===== config.mk =====
export PLATFORM = sky130hd
export DESIGN_NAME = change_dispenser_ctrl
export DESIGN_NICKNAME = d
export VERILOG_FILES = /design/src/rtl/change_dispenser_ctrl.sv
export SDC_FILE = /design/constraint.sdc
export NUM_CORES = 1
export LEC_CHECK = 0
export CAP_MARGIN = 25
export CORE_ASPECT_RATIO = 1.25
export CORE_MARGIN = 1.5
export CORE_UTILIZATION = 57
export DETAILED_ROUTE_END_ITERATION = 6
export PLACE_DENSITY = 0.8
export SYNTH_ARGS = -nofsm -noshare
export SYNTH_HDL_FRONTEND = slang
export SYNTH_SLANG_ARGS = --single-unit

===== constraint.sdc =====
create_clock -name fpga_clock -period 2.9 [get_ports fpga_clock]
set_input_delay 0.725 -clock fpga_clock [delete_from_list [all_inputs] [get_ports fpga_clock]]
set_output_delay 0.725 -clock fpga_clock [all_outputs]
set_load 0.01 [all_outputs]

===== src/rtl/change_dispenser_ctrl.sv =====
// Change dispenser: greedy 50/10/1 breakdown of the change owed, one coin per hopper req/ack handshake.
// Define CHANGE_COIN5_EN to add the 5-unit coin (coin_type 00) between 10 and 1.
module change_dispenser_ctrl #(
  parameter logic [23:0] GAP_CYCLES  = 24'd10_000_000,
  parameter logic [23:0] ACK_TIMEOUT = 24'd16_000_000
) (
  input  logic       fpga_clock,
  input  logic       reset,
  input  logic       start,
  input  logic [6:0] amount,
  input  logic       abort,
  input  logic       coin_ack,
  output logic       coin_req,
  output logic [1:0] coin_type,
  output logic       busy,
  output logic       done,
  output logic       fault,
  output logic [6:0] remaining,
  output logic [3:0] coins_issued
);

`ifdef CHANGE_COIN5_EN
  localparam bit COIN5_EN = 1'b1;
`else
  localparam bit COIN5_EN = 1'b0;
`endif

  typedef enum logic [2:0] {
    S_IDLE,
    S_SELECT,
    S_REQ,
    S_GAP,
    S_DONE,
    S_FAULT
  } state_t;

  localparam logic [1:0] COIN_5  = 2'b00;
  localparam logic [1:0] COIN_1  = 2'b01;
  localparam logic [1:0] COIN_10 = 2'b10;
  localparam logic [1:0] COIN_50 = 2'b11;

  state_t      state_q, state_d;
  logic [23:0] timer_q, timer_d;
  logic [6:0]  remaining_q, remaining_d;
  logic [3:0]  coins_q, coins_d;
  logic [1:0]  coin_type_q, coin_type_d;
  logic        fault_q, fault_d;
  logic        coin_req_q, busy_q, done_q;

  function automatic logic [6:0] coin_value(input logic [1:0] t);
    case (t)
      COIN_50: coin_value = 7'd50;
      COIN_10: coin_value = 7'd10;
      COIN_1:  coin_value = 7'd1;
      default: coin_value = 7'd5;
    endcase
  endfunction

  always_comb begin
    state_d     = state_q;
    timer_d     = timer_q;
    remaining_d = remaining_q;
    coins_d     = coins_q;
    coin_type_d = coin_type_q;
    fault_d     = fault_q;

    case (state_q)
      S_IDLE: begin
        if (start) begin
          remaining_d = (amount > 7'd99) ? 7'd99 : amount;
          coins_d     = 4'd0;
          fault_d     = 1'b0;
          state_d     = S_SELECT;
        end
      end

      S_SELECT: begin
        timer_d = 24'd0;
        state_d = S_REQ;
        if (remaining_q >= 7'd50) begin
          coin_type_d = COIN_50;
        end else if (remaining_q >= 7'd10) begin
          coin_type_d = COIN_10;
        end else if (COIN5_EN && (remaining_q >= 7'd5)) begin
          coin_type_d = COIN_5;
        end else if (remaining_q != 7'd0) begin
          coin_type_d = COIN_1;
        end else begin
          state_d = S_DONE;
        end
      end

      S_REQ: begin
        if (coin_ack) begin
          remaining_d = remaining_q - coin_value(coin_type_q);
          coins_d     = (coins_q == 4'd15) ? coins_q : coins_q + 4'd1;
          timer_d     = 24'd0;
          state_d     = S_GAP;
        end else if (timer_q == ACK_TIMEOUT - 24'd1) begin
          fault_d = 1'b1;
          state_d = S_FAULT;
        end else begin
          timer_d = timer_q + 24'd1;
        end
      end

      S_GAP: begin
        if (timer_q == GAP_CYCLES - 24'd1) begin
          state_d = S_SELECT;
        end else begin
          timer_d = timer_q + 24'd1;
        end
      end

      S_DONE:  state_d = S_IDLE;
      S_FAULT: state_d = S_FAULT;
      default: state_d = S_IDLE;
    endcase

    // Abort overrides only the state; a coin acked in the same cycle is still counted above.
    if (abort && (state_q != S_IDLE)) begin
      state_d = S_IDLE;
    end
  end

  always_ff @(posedge fpga_clock or posedge reset) begin
    if (reset) begin
      state_q     <= S_IDLE;
      timer_q     <= 24'd0;
      remaining_q <= 7'd0;
      coins_q     <= 4'd0;
      coin_type_q <= 2'b00;
      fault_q     <= 1'b0;
      coin_req_q  <= 1'b0;
      busy_q      <= 1'b0;
      done_q      <= 1'b0;
    end else begin
      state_q     <= state_d;
      timer_q     <= timer_d;
      remaining_q <= remaining_d;
      coins_q     <= coins_d;
      coin_type_q <= coin_type_d;
      fault_q     <= fault_d;
      coin_req_q  <= (state_d == S_REQ);
      busy_q      <= (state_d != S_IDLE);
      done_q      <= (state_d == S_DONE);
    end
  end

  assign coin_req     = coin_req_q;
  assign coin_type    = coin_type_q;
  assign busy         = busy_q;
  assign done         = done_q;
  assign fault        = fault_q;
  assign remaining    = remaining_q;
  assign coins_issued = coins_q;

endmodule

==> impl_metrics.tcl <==
set metrics [dict create \
    layout.cells.non_filler 396 \
    outcome "finished clean" \
    root_buffer "clkbuf_8" \
    cts_resized 0 \
    postPlaceCellArea_sq_um 3070 \
    finalSetupViolations 0 \
    netSwitchingFraction 0.403 \
    syn_area_sq_um 2700 \
    portBuffers 28 \
    synth_top_area_cell "dfrtp_1" \
    hold-path-endpoint "fault$_DFFE_PP0P_" \
    path_cells "ha_1, and3_1, a41oi_2, o2111ai_4, or4b_1, a21oi_1" \
    path_class "reg2reg" \
    final-hold-violation-count 0 \
    required_ps 3120 \
    grt_pass1_vias 2558 \
    rr_worst_depth 6 \
    io_pins 29 \
    worstHoldPathCells 2 \
    num_vias 2445 \
    fin_crit_ps 2450 \
    gp_congestion 0.922 \
    drt.antenna.violating_nets 0 \
    peakVddDrop_mv 0.337 \
    yosys_most_used_dff "dfrtp_1" \
    place_inst 388 \
    cp_top_family "compound AO/OA/AOI/OAI gates" \
    maxSlewHeadroom 0.396 \
    diodes 0 \
    synth_compound_area_frac 0.210 \
    p_total_mw 2.47 \
    cpPeakStageDelay_ps 540 \
    synth_fa_ha_area_frac 0.0444 \
    die_width_um 64.6 \
    grt_max_degree 26 \
    syn_nets 325 \
    cp-end-kind "flip-flop" \
    cp-start-kind "flip-flop" \
    finalWirelength_um 6510 \
    ys_ff_latch 44 \
    drc_errors 0 \
    drtPass1Iterations 5 \
    routed_via_density 6.17 \
    arrival_ps 2670 \
    p_int_mw 1.48 \
    period_share 0.845 \
    postCtsHoldBufs 0 \
    ys_types 58 \
    antenna_found_initial 0 \
    cts_buffers 5 \
    cts_sinks 44 \
    rsz0062_at_grt "no" \
    max_cap_violations 0 \
    worstReg2RegStart "timer_q[0]$_DFFE_PP0P_" \
    clkPwrFrac 0.191 \
    critPathBufInv 0 \
    grt_use_total 0.285 \
    ctsLongestPathBuffers 2 \
    synth_top_family_by_area "simple AND/OR/NAND/NOR gates" \
    muxShareOfSynthArea 0.00787 \
    start_util 0.602 \
    worst-r2r-setup-slack_ps 450 \
    min-delay-start "fault$_DFFE_PP0P_" \
    postLayoutCellArea_sq_um 3180 \
    combinationalPowerShare 0.459 \
    slew_viol_final 0 \
    wire_per_inst_um 16.4 \
    p_per_area_nw_per_um2 778 \
    dieArea_sq_um 5170 \
    dp_hpwl_um 4790 \
    fin_nets 358 \
    netlist_top_cells_count "44 x dfrtp_1, 31 x o21ai_0, 30 x nand2_1" \
    synth_edf_count 0 \
    synth-simple-area-share 0.273 \
    cp_max_fo 14 \
    fin_tns_setup_ps 0 \
    r2r_end "timer_q[23]$_DFFE_PP0P_" \
    p_sw_mw 0.996 \
    clk_pin_slew_worst_paths_ps 90 \
    area_growth_pct 17.5 \
    netlist.area_leader.share 0.407 \
    power_frac_seq 0.349 \
    htreeDepth 2 \
    synth_warnings 0 \
    syn_area_per_cell_sq_um 8.89 \
    synth-async-reset-ratio 1.00 \
    ys_seq_area_frac 0.407 \
    synthXorXnorAreaFrac 0.0194 \
    grt_first_pass_wirelength_um 11300 \
    fmax_mhz 408 \
    fp.dieH_um 80.0 \
    core.rowCount 27 \
    power.leakage_nw 1.34 \
    min_path_type "reg2reg" \
    cts_tree "built" \
    clock_skew_ps 10.4 \
    dr.first_iter.drc_count 126 \
    insertion_delay_ps 300 \
    crit_slowest_cell "or4b_1" \
    tightest_slew_ps 901 \
    overflow 0 \
    cts_setup_buffers 0 \
    synth_cells 304 \
    drive_gt1_frac 0.0769 \
    ys_top_cells_by_area "dfrtp_1 41%, o21ai_0 5.7%, nand2_1 4.2%" \
    coreArea_sq_um 4490 \
    yosysMostFrequentCell "dfrtp_1" \
]
metal layers:
metal / share of wire / track usage / up-vias
met1: 0.41 / 0.302 / 1168
met3: 0.042 / 0.0381 / 14
met5: 0 / 0 / -
met4: 0.024 / 0.115 / 0
met2: 0.52 / 0.556 / 81
li1: - / - / 1182
state kept, by name, indices dropped and copies added (netlist names):
signal,count
busy,1
remaining,7
coins_issued,4
coin_type,2
state_q,3
done,1
coin_req,1
fault,1
timer_q,24
worst max path at each step:
stage                        startpoint                  endpoint  slack [ps]  cells past startpoint
2_1_floorplan  coin_type[1]$_DFFE_PP0P_  remaining[6]$_DFFE_PP0P_         700                      8
3_3_place_gp                   coin_ack            busy$_DFF_PP0_         200                      5
3_5_place_dp                   coin_ack            busy$_DFF_PP0_         160                      5
4_1_cts          timer_q[0]$_DFFE_PP0P_   timer_q[23]$_DFFE_PP0P_         460                      6
5_1_grt        coin_type[1]$_DFFE_PP0P_  remaining[6]$_DFFE_PP0P_         340                      8
6_report         timer_q[0]$_DFFE_PP0P_   timer_q[23]$_DFFE_PP0P_         450                      6
per-stage QoR:
stage	setup slack, ps	utilization	hold WS [ps]
3_3_place_gp	203	0.683	482
3_5_place_dp	162	0.683	501
4_1_cts	460	0.707	520
6_report	450	0.707	515
2_1_floorplan	699	-	467
5_1_grt	339	0.707	543
area by class of cell:
cell class              instances  area [sq um]
inverters                      15          56.3
fillers                       358          1320
clock buffers                   6          72.6
multi-input cells             235          1500
well taps                      58          72.6
flip-flops and latches         44          1100
repair buffers                 36           340
clock inverters                 2          35.0
logic make-up (layout without fill, tap and decap cells):
| family | count (synthesis) | after routing |
|---|---|---|
| buf+inv | 25 | 59 |
| simple gates | 130 | 130 |
| xor+xnor | 6 | 6 |
| flops | 44 | 44 |
| fa+ha+maj | 9 | 9 |
| compound gates | 88 | 88 |
| mux | 2 | 2 |
worst register-to-register path: stages, from the launching register on:
cell	delay, ps
dfrtp_1	410
ha_1	290
and3_1	240
a41oi_2	420
o2111ai_4	290
or4b_1	540
a21oi_1	170
power groups by stage:
| stage | clock (mW) | combinational, mW | sequential [mW] |
|---|---|---|---|
| global placement | 0 | 1.09 | 0.870 |
| finish | 0.473 | 1.14 | 0.863 |
| detailed placement | 0 | 1.14 | 0.873 |
| global route | 0.495 | 1.29 | 0.883 |
| CTS | 0.476 | 1.14 | 0.860 |
| floorplan | 0 | 0.750 | 0.850 |
placed cells by master (no fill, tap or decap), types with 3 or more instances in the layout:
cell type,n
clkdlybuf4s50_1,28
o21ai_1,7
clkbuf_8,5
nand3_1,12
buf_4,8
o31ai_1,4
and3_1,6
a21oi_1,17
nor3_1,7
nand2_1,30
a21o_1,3
xor2_1,5
o211ai_1,3
ha_1,8
inv_1,14
nor2_1,20
nor2b_1,6
and4_1,3
or3_1,13
dfrtp_1,44
nand4_1,3
a31oi_1,6
o21ai_0,31
nand2b_1,8
(Power assumes the default switching activity.)
==> edit, RTL diff (same settings) <==
Set the localparam `COIN5_EN` to 1'b1 (it was 1'b0).
--- a/src/rtl/change_dispenser_ctrl.sv
+++ b/src/rtl/change_dispenser_ctrl.sv
@@ -24,3 +24,3 @@
 `else
-  localparam bit COIN5_EN = 1'b0;
+  localparam bit COIN5_EN = 1'b1;
 `endif
Formal check against the unedited RTL: not equivalent (Yosys sat finds a counterexample within 4 cycles, from zero or initial values and one cycle with reset high).
==> edit against the unedited design <==
- total power decreased by 1.4%
- synthesized area increased by 7.6%
- maximum frequency increased by 5.1%
- worst setup slack improved by 120 ps
- highest routed layer unchanged
- wire length increased by 7.9%
- combinational power increased by 4%
- sequential cell count unchanged
- sequential power increased by 2.4%
- cell area increased by 4.5%
- synthesized cell count increased by 8.6%
==> edit: results <==
{
  "status": "complete, no violations",
  "fill_cells": 435,
  "synth_area_leaders": "dfrtp_1 38%, o21ai_0 4.3%, nor3_1 3.6%, ha_1 3.4%, nand2_1 3.2%",
  "yosysUniqueCellTypes": 62,
  "syn_nets": 351,
  "rr_startpoint": "coin_type[1]",
  "grt_pass1_vias": 2502,
  "vdd_drop_max_uv": 300,
  "power.leakage_nw": 1.30,
  "syn_inst": 330,
  "hold_depth": 1,
  "r2r_slack_ps": 570,
  "place_congestion": 0.850,
  "ys_seq_area_frac": 0.378,
  "place_inst": 410,
  "dp_slack_ps": 335,
  "slew_headroom": 0.563,
  "pwr-share-comb": 0.485,
  "grtUsageTotal": 0.270,
  "wire_per_inst_um": 16.9,
  "p_seq_frac": 0.363,
  "reg2regPathDepth": 7,
  "critPathArrivalTime_ps": 2530,
  "grt_max_degree": 45,
  "nets": 378,
  "skew_ps": 10.1,
  "first_iter_violations": 159,
  "hpwl_um": 4960,
  "synthTopCellsByCount": "44 x dfrtp_1, 25 x nand2_1, 25 x o21ai_0",
  "p_int_mw": 1.43,
  "grt_pass1_wl_um": 11700,
  "min_to": "timer_q[23]",
  "avgViaCountPerCell": 6.51
}
edit: metrics by stage:
step                      utilization  instance area [µm²]  power (mW)  hold WS [ps]
after floorplan                     -                 2910        1.67           443
after global placement          0.671                 3240        2.05           465
after detailed placement        0.671                 3240        2.07           471
after CTS                       0.687                 3320        2.44           481
after global routing            0.687                 3320        2.62           517
final                           0.687                 3320        2.44           481
edit: routing by layer:
metal | track usage | routed length [µm]
met5 | 0 | 0
met4 | 0.0946 | 151
met3 | 0.0461 | 304
met2 | 0.474 | 3610
met1 | 0.326 | 2960
edit: how the worst max path moves through the flow:
| stage | to | slack [ps] | cells past startpoint |
|---|---|---|---|
| floorplan | remaining[6] | 750 | 7 |
| global placement | timer_q[5] | 380 | 6 |
| detailed placement | timer_q[5] | 330 | 6 |
| CTS | remaining[6] | 580 | 7 |
| global route | remaining[6] | 390 | 7 |
| finish | remaining[6] | 570 | 7 |
edit: kinds of logic after synthesis:
kind of cell             Yosys count  synth area share
AO/OA/AOI/OAI                     95             0.231
AND/OR/NAND/NOR                  151             0.298
adder cells (fa/ha/maj)            9            0.0413
buffers and inverters             29            0.0452
flip-flops                        44             0.378
multiplexers                       1           0.00344
XOR/XNOR                           1           0.00301
edit: final cells by class:
cell class | count | area (µm²) | area share
Multi-Input combinational cell | 257 | 1680 | 0.505
Clock buffer | 6 | 72.6 | 0.0219
Clock inverter | 1 | 5.00 | 0.00151
Tap cell | 60 | 75.1 | 0.0226
Timing Repair Buffer | 36 | 340 | 0.103
Inverter | 13 | 48.8 | 0.0147
Sequential cell | 44 | 1100 | 0.332
edit: worst max-delay path: stages, from the launching register on:
cell,delay (ps)
dfrtp_1,490
or2_2,340
ha_1,320
nor2b_1,160
o21a_1,180
o21a_1,200
or2_2,280
a221oi_1,250
